## config.mk

```make
export PLATFORM = sky130hd
export DESIGN_NAME = mult_div_unit
export DESIGN_NICKNAME = d
export VERILOG_FILES = /design/src/rtl/mult_div_unit.sv
export SDC_FILE = /design/constraint.sdc
export NUM_CORES = 1
export LEC_CHECK = 0
export BUFFER_PORTS_ARGS = -buffer_cell sky130_fd_sc_hd__buf_2
export CORE_ASPECT_RATIO = 0.8
export CORE_MARGIN = 5
export CORE_UTILIZATION = 60
export CTS_CLUSTER_SIZE = 30
export DETAILED_ROUTE_END_ITERATION = 8
export HOLD_SLACK_MARGIN = 0.15
export PLACE_DENSITY = 0.86
export RECOVER_POWER = 25
export SLEW_MARGIN = 20
export SYNTH_ARGS = -nofsm -noshare
export SYNTH_HDL_FRONTEND = slang
export SYNTH_SLANG_ARGS = --single-unit
```

## constraint.sdc

```tcl
create_clock -name clk -period 9.1 [get_ports clk]
set_input_delay 0.91 -clock clk [delete_from_list [all_inputs] [get_ports clk]]
set_output_delay 0.91 -clock clk [all_outputs]
set_load 0.02 [all_outputs]
```

## src/rtl/mult_div_unit.sv

```systemverilog
// Iterative multiply/divide unit with architectural HI/LO registers.
// One operand bit is processed per cycle: shift-add multiply, restoring divide.
module mult_div_unit #(
    parameter int unsigned WIDTH = 32
) (
    input  logic             clk,
    input  logic             rst,
    input  logic             start,
    input  logic [1:0]       op,
    input  logic [WIDTH-1:0] a,
    input  logic [WIDTH-1:0] b,
    input  logic             flush,
    input  logic             mthi,
    input  logic             mtlo,
    input  logic [WIDTH-1:0] wdata,
    input  logic             rd_hilo,
    output logic [WIDTH-1:0] hi,
    output logic [WIDTH-1:0] lo,
    output logic             busy,
    output logic             done,
    output logic             stall,
    output logic             dz
);

    localparam int unsigned CW = $clog2(WIDTH) + 1;

    typedef enum logic [1:0] {
        IDLE = 2'd0,
        RUN  = 2'd1,
        FIN  = 2'd2
    } state_t;

    state_t             state;
    state_t             state_nxt;
    logic [CW-1:0]      cnt;
    logic [1:0]         op_q;
    logic [WIDTH-1:0]   a_q;
    logic [WIDTH-1:0]   b_q;
    logic [WIDTH-1:0]   acc_hi;
    logic [WIDTH-1:0]   acc_lo;

    logic               accept;
    logic               last;
    logic               is_div;
    logic               a_neg;
    logic               b_neg;
    logic               div0;
    logic [WIDTH-1:0]   a_mag;
    logic [WIDTH-1:0]   b_mag;
    logic [WIDTH-1:0]   ld_src;
    logic [WIDTH-1:0]   ld_mag;
    logic [WIDTH:0]     msum;
    logic [WIDTH:0]     trial;
    logic [WIDTH-1:0]   nxt_hi;
    logic [WIDTH-1:0]   nxt_lo;
    logic [2*WIDTH-1:0] prod;
    logic [WIDTH-1:0]   res_hi;
    logic [WIDTH-1:0]   res_lo;

    assign accept = start && !flush;
    assign last   = (cnt == CW'(WIDTH - 1));

    // Operand magnitudes, one iteration step and the sign-corrected final result
    always_comb begin
        is_div = op_q[1];
        a_neg  = !op_q[0] && a_q[WIDTH-1];
        b_neg  = !op_q[0] && b_q[WIDTH-1];
        a_mag  = a_neg ? WIDTH'(-a_q) : a_q;
        b_mag  = b_neg ? WIDTH'(-b_q) : b_q;
        div0   = (b_q == '0);

        // multiplier (mult) or dividend (div) magnitude loaded into acc_lo at start
        ld_src = op[1] ? a : b;
        ld_mag = (!op[0] && ld_src[WIDTH-1]) ? WIDTH'(-ld_src) : ld_src;

        msum  = {1'b0, acc_hi} + {1'b0, (acc_lo[0] ? a_mag : '0)};
        trial = {acc_hi, acc_lo[WIDTH-1]} - {1'b0, b_mag};

        if (is_div) begin
            nxt_hi = trial[WIDTH] ? {acc_hi[WIDTH-2:0], acc_lo[WIDTH-1]} : trial[WIDTH-1:0];
            nxt_lo = {acc_lo[WIDTH-2:0], !trial[WIDTH]};
        end else begin
            nxt_hi = msum[WIDTH:1];
            nxt_lo = {msum[0], acc_lo[WIDTH-1:1]};
        end

        prod = {nxt_hi, nxt_lo};
        if (a_neg ^ b_neg) begin
            prod = (2*WIDTH)'(-prod);
        end

        if (!is_div) begin
            res_hi = prod[2*WIDTH-1:WIDTH];
            res_lo = prod[WIDTH-1:0];
        end else if (div0) begin
            res_hi = a_q;
            res_lo = '1;
        end else begin
            res_hi = a_neg ? WIDTH'(-nxt_hi) : nxt_hi;
            res_lo = (a_neg ^ b_neg) ? WIDTH'(-nxt_lo) : nxt_lo;
        end
    end

    // State register
    always_ff @(posedge clk) begin
        if (!rst) begin
            state <= IDLE;
        end else begin
            state <= state_nxt;
        end
    end

    // Next-state logic
    always_comb begin
        state_nxt = state;
        case (state)
            IDLE:    if (accept) state_nxt = RUN;
            RUN:     if (flush) state_nxt = IDLE;
                     else if (last) state_nxt = FIN;
            FIN:     state_nxt = IDLE;
            default: state_nxt = IDLE;
        endcase
    end

    // Moore status outputs and hazard stall request
    always_comb begin
        busy  = (state == RUN);
        done  = (state == FIN);
        stall = rst && (state != IDLE) && (start || rd_hilo || mthi || mtlo);
    end

    // Operand capture, iteration datapath and HI/LO/dz update
    always_ff @(posedge clk) begin
        if (!rst) begin
            hi     <= '0;
            lo     <= '0;
            dz     <= 1'b0;
            cnt    <= '0;
            op_q   <= '0;
            a_q    <= '0;
            b_q    <= '0;
            acc_hi <= '0;
            acc_lo <= '0;
        end else begin
            case (state)
                IDLE: begin
                    if (accept) begin
                        op_q   <= op;
                        a_q    <= a;
                        b_q    <= b;
                        dz     <= 1'b0;
                        cnt    <= '0;
                        acc_hi <= '0;
                        acc_lo <= ld_mag;
                    end else begin
                        if (mthi) hi <= wdata;
                        if (mtlo) lo <= wdata;
                    end
                end
                RUN: begin
                    if (!flush) begin
                        acc_hi <= nxt_hi;
                        acc_lo <= nxt_lo;
                        cnt    <= cnt + CW'(1);
                        if (last) begin
                            hi <= res_hi;
                            lo <= res_lo;
                            dz <= is_div && div0;
                        end
                    end
                end
                default: ;
            endcase
        end
    end

endmodule

```

Word-level counts from Yosys, hierarchy flattened
Cells that the tools add are included.
- reduce and logical (&&, ||, !) cells: 24
- add/sub/neg operators: 9
- bitwise operators: 1
- multiplexer cells: 42
- eq/ne operators: 10
- operator list (operator ; number):
    $mux W32 ; 26
    $pmux W32 S2 ; 4
    $neg A32 Y32 ; 5
    $mux W64 ; 1
    $neg A64 Y64 ; 1
    $add A32 B32 Y33 ; 1
    $sub A33 B32 Y33 ; 1
    $logic_not A32 Y1 ; 1
    $mux W6 ; 2
    $pmux W6 S2 ; 1
    $ne A2 B2 Y1 const B ; 5
    $reduce_and A5 Y1 ; 2
    $logic_and A1 B1 Y1 ; 7
    $add A6 B1 Y6 const B ; 1
    $eq A6 B5 Y1 const B ; 1
    $mux W2 ; 3
    $logic_not A1 Y1 ; 4
    $pmux W2 S2 ; 1
    $reduce_and A2 Y1 ; 2
    $reduce_and A4 Y1 ; 1
    $reduce_bool A2 Y1 ; 2
    $logic_or A1 B1 Y1 ; 3
    $mux W1 ; 3
    $ne A3 B2 Y1 const B ; 1
    other kinds (7) ; 7
- bits of input ports: 105
- register bits after elaboration: 203
- output and inout port bits: 68

Logic depth before layout (Yosys ltp)
- word-level depth: 13
- depth in mapped cells: 32
- depth with buffers taken out: 32

Least setup slack after synthesis
OpenSTA, ideal clock, no wires.
- path type: register -> register
- from: reg b_q[2]
- to: reg hi[24]
- period minus slack after synthesis: 7.080 ns
- setup time: 0.119 ns
- data arrival time: 6.962 ns
- stages on the path, launching flop included: 32
- slack: 2.020 ns
- path through: dfxtp_1 -> nor3_1 -> nand3_1 -> nor3_1 -> nand2_1 -> or2_2 -> nor4_1 -> nand2_1 -> o31ai_1 -> xor2_1 -> ha_1 -> a21o_1 -> a21o_1 -> a21oi_1 -> o21ai_2 -> o31ai_1 -> nor2_1 -> or2_2 -> inv_1 -> ha_1 -> nor3b_1 -> o221ai_1 -> a2111o_1 -> or4b_1 -> nor2_1 -> and2_1 -> nand2_1 -> clkbuf_1 -> o31ai_1 -> xor2_1 -> o211ai_1 -> o221a_1
- cells in the longest elaborated chain, start to end: 12
- elaborated cells between the ends (all ways): 17
- RTL lines (element ; RTL line ; text):
    start, declared ; 38 ; logic [WIDTH-1:0] b_q;
    start signal, assigned ; 141 ; b_q <= '0;
    start signal, assigned ; 150 ; b_q <= b;
    $neg A32 Y32 ; 69 ; b_mag = b_neg ? WIDTH'(-b_q) : b_q;
    $mux W32 ; 69 ;
    $sub A33 B32 Y33 ; 77 ; trial = {acc_hi, acc_lo[WIDTH-1]} - {1'b0, b_mag};
    $mux W32 ; 80 ; nxt_hi = trial[WIDTH] ? {acc_hi[WIDTH-2:0], acc_lo[WIDTH-1]} : trial[WIDTH-1:0];
    $mux W32 ; 79 ; if (is_div) begin
    $neg A32 Y32 ; 99 ; res_hi = a_neg ? WIDTH'(-nxt_hi) : nxt_hi;
    $mux W32 ; 99 ;
    $mux W32 ; 95 ; end else if (div0) begin
    $mux W32 * ; 92 ; if (!is_div) begin
    $mux W32 * ; 165 ; if (last) begin
    $mux W32 * ; 161 ; if (!flush) begin
    $pmux W32 S2 * ; 145 ; case (state)
    end signal, assigned ; 156 ; if (mthi) hi <= wdata;
    end signal, assigned ; 166 ; hi <= res_hi;
    end, declared ; 17 ; output logic [WIDTH-1:0] hi,
Every way passes the cells marked *; elsewhere a longest branch is shown, timed or not. The select of a mux whose other input is x is not followed.
A chain may end at the register's enable or synchronous reset.

Worst setup path in the final report
- from: reg b_q[2]
- to: reg hi[4]
The elaborated chain is that of the path after synthesis.

==> flow_summary_export.csv <==
group,metric,value,unit
run_status,status,"finished, violations left",
run_status,violations,"design-rule violations, max-capacitance violations, max-slew violations",
logic_synthesis,synth_top_flop_cell,"dfxtp_1",
logic_synthesis,synthArstFlopShare,0,
logic_synthesis,synth_edf_count,0,
cells_and_area,num-fill-cells,2699,
power,p_switching,1.17,mW
min_path,holdPathStages,2,
min_path,hold_path_end,"cnt[1]$_SDFFE_PN0P_",
power,powerDensity,145,mW/mm²
timing,max_freq,122,MHz
timing,setup_viol,0,
clocking,cts_made_buffers,21,
clocking,h-tree-depth,1,
timing,finClkSkew,0.0295,ns
drt,avgViaCountPerCell,7.12,
global_routing,grt_max_degree,108,
die,die_area,0.0349,mm²
logic_synthesis,synthDistinctLibCells,102,
clocking,cts_tree,"done",
logic_synthesis,syn-cell-area,0.0187,mm²
worst_setup_path,worstSetupPathType,"reg2reg",
timing,finalCriticalPeriod,8.21,ns
logic_synthesis,syn_nets,2827,
drt,post-route-drc-count,1,
global_routing,antenna_found_initial,1,
timing,finalMaxSlewViolations,108,
drt,met2_length,31500,µm
cells_and_area,area_growth,8.50,%
die,initial_core_util,0.613,
power,p_clk_frac,0.309,
place,place_area,0.0197,mm²
clocking,clock_path_buffers,3,
cells_and_area,diodes,0,
die,die_x,208,µm
drt,drtIter0Drc,4263,
clocking,clkLatencyLatePin,0.54,ns
die,die_y,168,µm
drt,highest_layer,"met4",
worst_setup_path,slowest_stage,"or4b_1",
worst_setup_path,rr_worst_depth,32,
place,place_congestion,1.10,
clocking,clk_pin_slew,0.07,ns
cells_and_area,final_common_cell,"nand2_1",
die,rows,57,
logic_synthesis,avgSynthCellArea,7.07,µm²
drt,wire_per_inst,25.7,µm
power,p_sw_frac,0.396,
place,pre_cts_slack,0.897,ns
worst_setup_path,reg2reg_from,"b_q[2]$_SDFFE_PN0P_",
cells_and_area,fin_util,0.665,
drt,vias,22300,
logic_synthesis,postSynthRegisterBits,203,
drt,drt_wl_total,80500,µm
global_routing,grt_overflow,0,
logic_synthesis,syn_inst,2650,
worst_setup_path,worst_setup_path_end_kind,"flop",
worst_setup_path,crit_required,9.56,ns
timing,grt_setup_unrepaired,"no",
die,core,0.0306,mm²
global_routing,grt_usage,0.430,
drt,ant_nets,0,
worst_setup_path,cp_max_fo,12,
run,maxCapViolations,1,
worst_setup_path,timing.rr.end,"hi[4]$_SDFFE_PN0P_",
timing,hold_ws,0.486,ns
worst_setup_path,worstPathArrival,8.67,ns
timing,hold_violations,0,
clocking,clkSinkCount,203,
power,seqPwrFrac,0.345,
worst_setup_path,max_stage_delay,0.50,ns
drt,wl_met1,31200,µm
timing,relSlewSlack,-2.19,
worst_setup_path,rrSetupSlack,0.89,ns
logic_synthesis,ys_warn_count,0,
power,vdd_drop_max,0.000142,V
clocking,root_buffer,"clkbuf_16",
global_routing,grt_pass1_vias,19600,
power,p_leak,7.83,nW
timing,fin_setup_tns,0,ns
die,pin_count,173,
place,hpwl,61600,µm
drt,first_pass_iters,9,
min_path,hp-class,"reg2reg",
drt,wl_met3,14300,µm
cells_and_area,mostFrequentLayoutCells,"nand2_1, nor2_1, a21oi_1",
place,numPortBuffers,172,
cells_and_area,fin_area,0.0203,mm²
worst_setup_path,cp-start-kind,"flop",
clocking,postCtsSetupBuffers,0,
cells_and_area,drive_above_1_share,0.0964,
timing,tightest_slew,4.79,ns
timing,final.period_utilization,0.902,
power,comb_power_share,0.346,
min_path,hp-start,"cnt[1]$_SDFFE_PN0P_",
cells_and_area,nNetsFinal,2881,
logic_synthesis,synth-seq-area-share,0.217,
power,intPower,1.78,mW
timing,layout_setup_ws,0.893,ns
global_routing,grt_pass1_wl,119000,µm
-- worst max-delay path by stage --
stage	startpoint	to	slack, ns	cells past startpoint
6_report	b_q[2]$_SDFFE_PN0P_	hi[4]$_SDFFE_PN0P_	0.89	32
3_3_place_gp	b_q[2]$_SDFFE_PN0P_	hi[4]$_SDFFE_PN0P_	1.14	32
2_1_floorplan	b_q[2]$_SDFFE_PN0P_	hi[24]$_SDFFE_PN0P_	2.02	31
4_1_cts	b_q[2]$_SDFFE_PN0P_	hi[4]$_SDFFE_PN0P_	0.89	32
5_1_grt	b_q[2]$_SDFFE_PN0P_	hi[4]$_SDFFE_PN0P_	0.15	32
3_5_place_dp	b_q[2]$_SDFFE_PN0P_	hi[4]$_SDFFE_PN0P_	0.90	32
-- registers in the layout, indices dropped and copies added (netlist names) --
name / count
a_q: 32
lo: 32
hi: 32
op_q: 2
cnt: 6
acc_lo: 32
state: 2
acc_hi: 32
dz: 1
b_q: 32
-- critical path, delay by kind of cell (launching register included) --
family | cells | cell delay, ns
AND/OR/NAND/NOR | 14 | 3.66
AO/OA/AOI/OAI | 12 | 3.04
adder cells (fa/ha/maj) | 2 | 0.51
flip-flops | 1 | 0.35
XOR/XNOR | 2 | 0.31
buffers and inverters | 2 | 0.27
-- timing repair --
action,4_1_cts,5_1_grt
hold buffers,0,0
endpoints found under the setup margin,0,1
resized for setup,0,1
-- power by group through the flow --
stage	registers, mW	logic, mW	clock network, mW
CTS	1.01	0.973	0.900
detailed placement	1.03	0.967	0
floorplan	1.03	0.644	0
finish	1.02	1.02	0.910
global route	1.02	1.07	0.940
global placement	1.02	0.956	0
-- layout make-up --
type | instances | area (µm²) | area share
well taps | 413 | 517 | 0.0254
multi-input cells | 2237 | 13900 | 0.683
repair buffers | 206 | 1030 | 0.0506
clock inverters | 8 | 76.3 | 0.00375
flip-flops and latches | 203 | 4070 | 0.200
inverters | 35 | 134 | 0.00658
clock buffers | 29 | 626 | 0.0308
-- cell usage after synthesis (25+ instances only) --
cell type / count / share of area
clkbuf_1: 134 / 0.027
nor3_1: 100 / 0.027
xnor2_1: 89 / 0.042
ha_1: 70 / 0.047
a31oi_1: 74 / 0.025
mux2i_1: 77 / 0.041
inv_1: 33 / 0.0066
nand4_1: 30 / 0.010
nor2_1: 276 / 0.055
o21ai_0: 188 / 0.050
a21oi_1: 263 / 0.070
nand2_1: 341 / 0.068
and2_1: 38 / 0.013
o31ai_1: 25 / 0.010
dfxtp_1: 203 / 0.22
a22oi_1: 29 / 0.012
nand3_1: 58 / 0.015
xor2_1: 93 / 0.043
a21o_1: 29 / 0.012
o211ai_1: 31 / 0.012
a211oi_1: 47 / 0.019
or3_1: 43 / 0.014
-- through the flow --
| step | cells | total power [mW] |
|---|---|---|
| 6_report | 3131 | 2.94 |
| 3_3_place_gp | 3094 | 1.98 |
| 4_1_cts | 3131 | 2.88 |
| 5_1_grt | 3131 | 3.03 |
| 3_5_place_dp | 3094 | 2.00 |
| 2_1_floorplan | 2650 | 1.67 |
-- cells by family (layout without fill, tap and decap cells) --
| group | Yosys count | count (layout) | synth area share |
|---|---|---|---|
| XOR/XNOR | 182 | 182 | 0.0850 |
| adder cells (fa/ha/maj) | 72 | 72 | 0.0489 |
| AO/OA/AOI/OAI | 854 | 854 | 0.291 |
| multiplexers | 87 | 87 | 0.0471 |
| buffers and inverters | 210 | 278 | 0.0451 |
| AND/OR/NAND/NOR | 1042 | 1042 | 0.266 |
| flip-flops | 203 | 203 | 0.217 |
-- per-layer routing --
| metal | track usage | up-vias |
|---|---|---|
| li1 | - | 9811 |
| met1 | 0.608 | 10300 |
| met2 | 0.602 | 1876 |
| met3 | 0.161 | 276 |
| met4 | 0.141 | 0 |
| met5 | 0.00552 | - |
Note: power is estimated with default switching activity, not from simulation.
